===== src/rtl/shifter.sv =====
// Key-stream generator: rotates a seeded message-sized state left by SHIFT_AMT
// per enabled clock. Optional macro SHIFTER_XOR_MIX_EN mixes the state into out.
`ifndef MSG_SIZE
`define MSG_SIZE 240
`endif
`ifndef KEY_SIZE
`define KEY_SIZE 240
`endif

module shifter #(
  parameter int unsigned MSG_SIZE  = `MSG_SIZE,
  parameter int unsigned KEY_SIZE  = `KEY_SIZE,
  parameter int unsigned SHIFT_AMT = 8
) (
  input  logic                clk,
  input  logic                reset,
  input  logic                enable,
  input  logic [MSG_SIZE-1:0] initial_msg,
  output logic [KEY_SIZE-1:0] out,
  output logic                wrap
);

  localparam int unsigned CNT_W = $clog2(MSG_SIZE) + 1;
  localparam int unsigned SUM_W = CNT_W + 1;

  logic [MSG_SIZE-1:0] st;
  logic [CNT_W-1:0]    cnt;
  logic [MSG_SIZE-1:0] rot_c;
  logic [SUM_W-1:0]    sum_c;
  logic                done_c;
  logic [MSG_SIZE-1:0] src_c;

  assign rot_c  = {st[MSG_SIZE-1-SHIFT_AMT:0], st[MSG_SIZE-1:MSG_SIZE-SHIFT_AMT]};
  assign sum_c  = {1'b0, cnt} + SUM_W'(SHIFT_AMT);
  assign done_c = (sum_c >= SUM_W'(MSG_SIZE));

  // Reset and enable=0 both reload the seed; reset therefore dominates enable.
  always_ff @(posedge clk) begin
    if (reset || !enable) begin
      st   <= initial_msg;
      cnt  <= '0;
      wrap <= 1'b0;
    end else begin
      st <= rot_c;
      if (done_c) begin
        cnt  <= CNT_W'(sum_c - SUM_W'(MSG_SIZE));
        wrap <= 1'b1;
      end else begin
        cnt  <= CNT_W'(sum_c);
        wrap <= 1'b0;
      end
    end
  end

`ifdef SHIFTER_XOR_MIX_EN
  assign src_c = st ^ {st[0], st[MSG_SIZE-1:1]};
`else
  assign src_c = st;
`endif

  // Narrow keys take the LSBs; wide keys repeat the state and truncate.
  generate
    if (KEY_SIZE <= MSG_SIZE) begin : g_narrow
      assign out = src_c[KEY_SIZE-1:0];
    end else begin : g_wide
      logic [2*MSG_SIZE-1:0] dbl_c;
      assign dbl_c = {src_c, src_c};
      assign out   = dbl_c[KEY_SIZE-1:0];
    end
  endgenerate

endmodule


===== config.mk =====
export PLATFORM = sky130hd
export DESIGN_NAME = shifter
export DESIGN_NICKNAME = d
export VERILOG_FILES = /design/src/rtl/shifter.sv
export SDC_FILE = /design/constraint.sdc
export NUM_CORES = 1
export LEC_CHECK = 0
export ABC_AREA = 0
export CAP_MARGIN = 10
export CORE_AREA = 2 2 189 191
export DETAILED_ROUTE_END_ITERATION = 10
export DIE_AREA = 0 0 191 193
export PLACE_DENSITY = 0.53
export SLEW_MARGIN = 20
export SYNTH_ARGS = -nofsm -noshare
export SYNTH_HDL_FRONTEND = slang
export SYNTH_SLANG_ARGS = --single-unit

===== constraint.sdc =====
create_clock -name clk -period 3.4 [get_ports clk]
set_input_delay 0.68 -clock clk [delete_from_list [all_inputs] [get_ports clk]]
set_output_delay 0.68 -clock clk [all_outputs]
set_load 0.02 [all_outputs]

==> impl_metrics.json <==
{
  "total_power_per_unit_cell_area_nw_per_um2": 549,
  "cell_count_after_synthesis": 1080,
  "worst_slew_margin_rel_pct": 54.0,
  "synth-seq-area-share_pct": 59.9,
  "port-buffer-count": 483,
  "crit_type": "flop to flop",
  "cp_cell_instances": "ha_1 > xor2_1 > ha_1 > o21ai_0 > a211oi_1 > a32oi_2 > xnor2_1 > nor2_1",
  "final_antenna_net_count": 0,
  "per_cell_routed_wire_length_um": 16.2,
  "timing.critical_path.from": "cnt[3]",
  "hold_viol_final": 0,
  "synth_area_leader_cell": "sky130_fd_sc_hd__dfxtp_1",
  "yosys-top-cells-area": "sky130_fd_sc_hd__dfxtp_1 60%, sky130_fd_sc_hd__nand2_1 33%, sky130_fd_sc_hd__clkbuf_1 2.2%",
  "post-cts-setup-buffer-count": 0,
  "antenna_found_initial": 1,
  "critPathRequiredTime_ns": 3.81,
  "tritoncts": "built",
  "die_height_um": 193,
  "clkTransAtPathRegs_ns": 0.06,
  "grt_pass1_vias": 8150,
  "grt_start_max_net_pins": 134,
  "gr-total-overflow": 0,
  "worstSkewPairLatency_ns": 0.54,
  "synth-edff-count": 0,
  "critPathCaptureType": "flop",
  "first_iter_violations": 316,
  "ys_seq_elements": 247,
  "grt_setup_unrepaired": "no",
  "total_power_w": 0.00802,
  "drv_cap": 0,
  "avgSynthCellArea_um2": 7.64,
  "nFillCells": 3562,
  "cts-buffers-inserted": 30,
  "setup_violations": 0,
  "synth_top_cell_area_share_pct": 59.9,
  "die_area_um2": 36900,
  "global_route_wire_length_before_repair_mm": 47.8,
  "finalCritPeriodShare_pct": 73.4,
  "floorplan.io_pins": 484,
  "dr.pass1.iters": 4,
  "via_per_inst": 4.07,
  "depth_of_the_worst_register_to_register_path": 8,
  "crit_path_start_kind": "flop",
  "worst-r2r-setup-slack_ns": 0.90,
  "count_of_cells_resized_by_post_cts_repair": 0,
  "nNetsFinal": 1794,
  "status": "complete, no violations",
  "post_synth_most_frequent_cells": "725 x sky130_fd_sc_hd__nand2_1, 247 x sky130_fd_sc_hd__dfxtp_1, 49 x sky130_fd_sc_hd__clkbuf_1",
  "die_x_um": 191,
  "critical_path_peak_fanout": 11,
  "yosys_most_used_dff": "sky130_fd_sc_hd__dfxtp_1",
  "grt_use_total_pct": 16.8,
  "fp-row-count": 69,
  "crit_path_end": "cnt[4]",
  "drc_errors": 0,
  "final_layout_size_suffix_gt1_share_pct": 4.21,
  "synth-warning-count": 0,
  "setup_total_negative_slack_ns": 0,
  "slowest_stage_cell_on_the_critical_path": "sky130_fd_sc_hd__dfxtp_1",
  "regToRegEndpoint": "cnt[4]",
  "totalWireLength_mm": 32.8,
  "place.gp.congestion": 0.869,
  "worst_path_largest_cell_delay_ns": 0.48,
  "max-vdd-ir-drop_uv": 351,
  "p_leak_nw": 6.73,
  "final_max_slew_viol_count": 0,
  "worst_hold_path_type": "flop to flop",
  "critPathArrivalTime_ns": 2.91,
  "h-tree-depth": 1,
  "skew_ns": 0.00883,
  "yosys.cell_count.top_type": "sky130_fd_sc_hd__nand2_1",
  "netlist-cell-type-count": 34,
  "floorplan.core_area_um2": 35000,
  "period_needed_ns": 2.50,
  "initial_utilization_pct": 23.6,
  "vias": 8265,
  "clockBufferDepth": 3,
  "synth_async_sr_flop_share_pct": 0,
  "netlist_area_before_placement_um2": 8250,
  "cts_hold_repair.buffers": 0,
  "clockRootBuffer": "sky130_fd_sc_hd__clkbuf_16",
  "worst_slew_pin_slew_ns": 0.690,
  "utilization_pct": 41.8,
  "hold_start": "out[172]",
  "mappedNetlistNets": 1326,
  "dpl.hpwl_mm": 24.6,
  "max_freq_mhz": 401,
  "timing.critical_path.mode_cell": "sky130_fd_sc_hd__ha_1",
  "worstReg2RegStart": "cnt[3]",
  "numClockSinks": 247,
  "synthToLayoutAreaGrowth_pct": 77.0
}
## flip-flops by register name (all words and copies together) (netlist names)
| register | count |
|---|---|
| wrap | 1 |
| cnt | 6 |
| out | 240 |
## layout by cell type (no fill, tap or decap), types with 5 or more instances in the layout
master and n:
sky130_fd_sc_hd__nor2_1 5, sky130_fd_sc_hd__o21ai_0 5, sky130_fd_sc_hd__nand2_1 725, sky130_fd_sc_hd__clkdlybuf4s50_1 483
sky130_fd_sc_hd__clkbuf_16 31, sky130_fd_sc_hd__dfxtp_1 247, sky130_fd_sc_hd__clkbuf_1 6, sky130_fd_sc_hd__xnor2_1 5
sky130_fd_sc_hd__inv_1 5, sky130_fd_sc_hd__buf_12 5, sky130_fd_sc_hd__clkbuf_8 9, sky130_fd_sc_hd__buf_4 5
## through the flow
stage | worst slack (ns) | instance area (um^2) | cells | hold WS [ns]
after global placement | 0.952 | 13600 | 1977 | 0.423
after detailed placement | 0.905 | 13600 | 1977 | 0.427
after floorplan | 1.25 | 8250 | 1080 | 0.464
after CTS | 0.936 | 14600 | 2030 | 0.436
after global routing | 0.643 | 14600 | 2031 | 0.447
final | 0.904 | 14600 | 2031 | 0.432
## cells by family (layout without fill, tap and decap cells)
family | Yosys count | in the layout | synth area share, %
other | 0 | 1 | 0
XOR/XNOR | 6 | 6 | 0.637
adder cells (fa/ha/maj) | 3 | 3 | 0.455
buffers and inverters | 62 | 551 | 2.93
flip-flops | 247 | 247 | 59.9
AND/OR/NAND/NOR | 745 | 745 | 34.6
AO/OA/AOI/OAI | 17 | 17 | 1.52
## worst min path at each step
stage | to | slack (ns) | cells past startpoint
after global routing | out[22] | 0.45 | 2
after global placement | out[80] | 0.42 | 2
final | out[180] | 0.43 | 2
after detailed placement | out[176] | 0.43 | 2
after floorplan | cnt[8] | 0.46 | 2
after CTS | out[70] | 0.44 | 2
## layout make-up
type / count / area, um^2 / share of cell area [%]
Timing Repair Buffer: 493 / 4970 / 34.0
Tap cell: 461 / 577 / 3.95
Inverter: 5 / 18.8 / 0.128
Clock buffer: 46 / 922 / 6.31
Antenna cell: 1 / 2.50 / 0.0171
Sequential cell: 247 / 4940 / 33.8
Multi-Input combinational cell: 771 / 3080 / 21.1
Clock inverter: 7 / 88.8 / 0.608
## per-layer routing
metal	GRT usage (%)	vias up	routed length [um]
met5	0	-	0
met4	5.10	0	855
met3	5.27	52	2810
met2	28.8	298	15700
met1	20.3	3712	13400
li1	-	4203	-
## power breakdown
part           total (W)  internal (W)  switching (W)
combinational    0.00148      0.000760       0.000718
clock            0.00323       0.00200        0.00123
sequential       0.00331       0.00315       0.000164
## worst max-delay path: cells and delay by family (launching register included)
family | cells | cell delay, ns
fa+ha+maj | 2 | 0.73
xor+xnor | 2 | 0.41
flops | 1 | 0.48
simple gates | 1 | 0.05
compound gates | 3 | 0.67
Power figures use the tool's default switching activity.
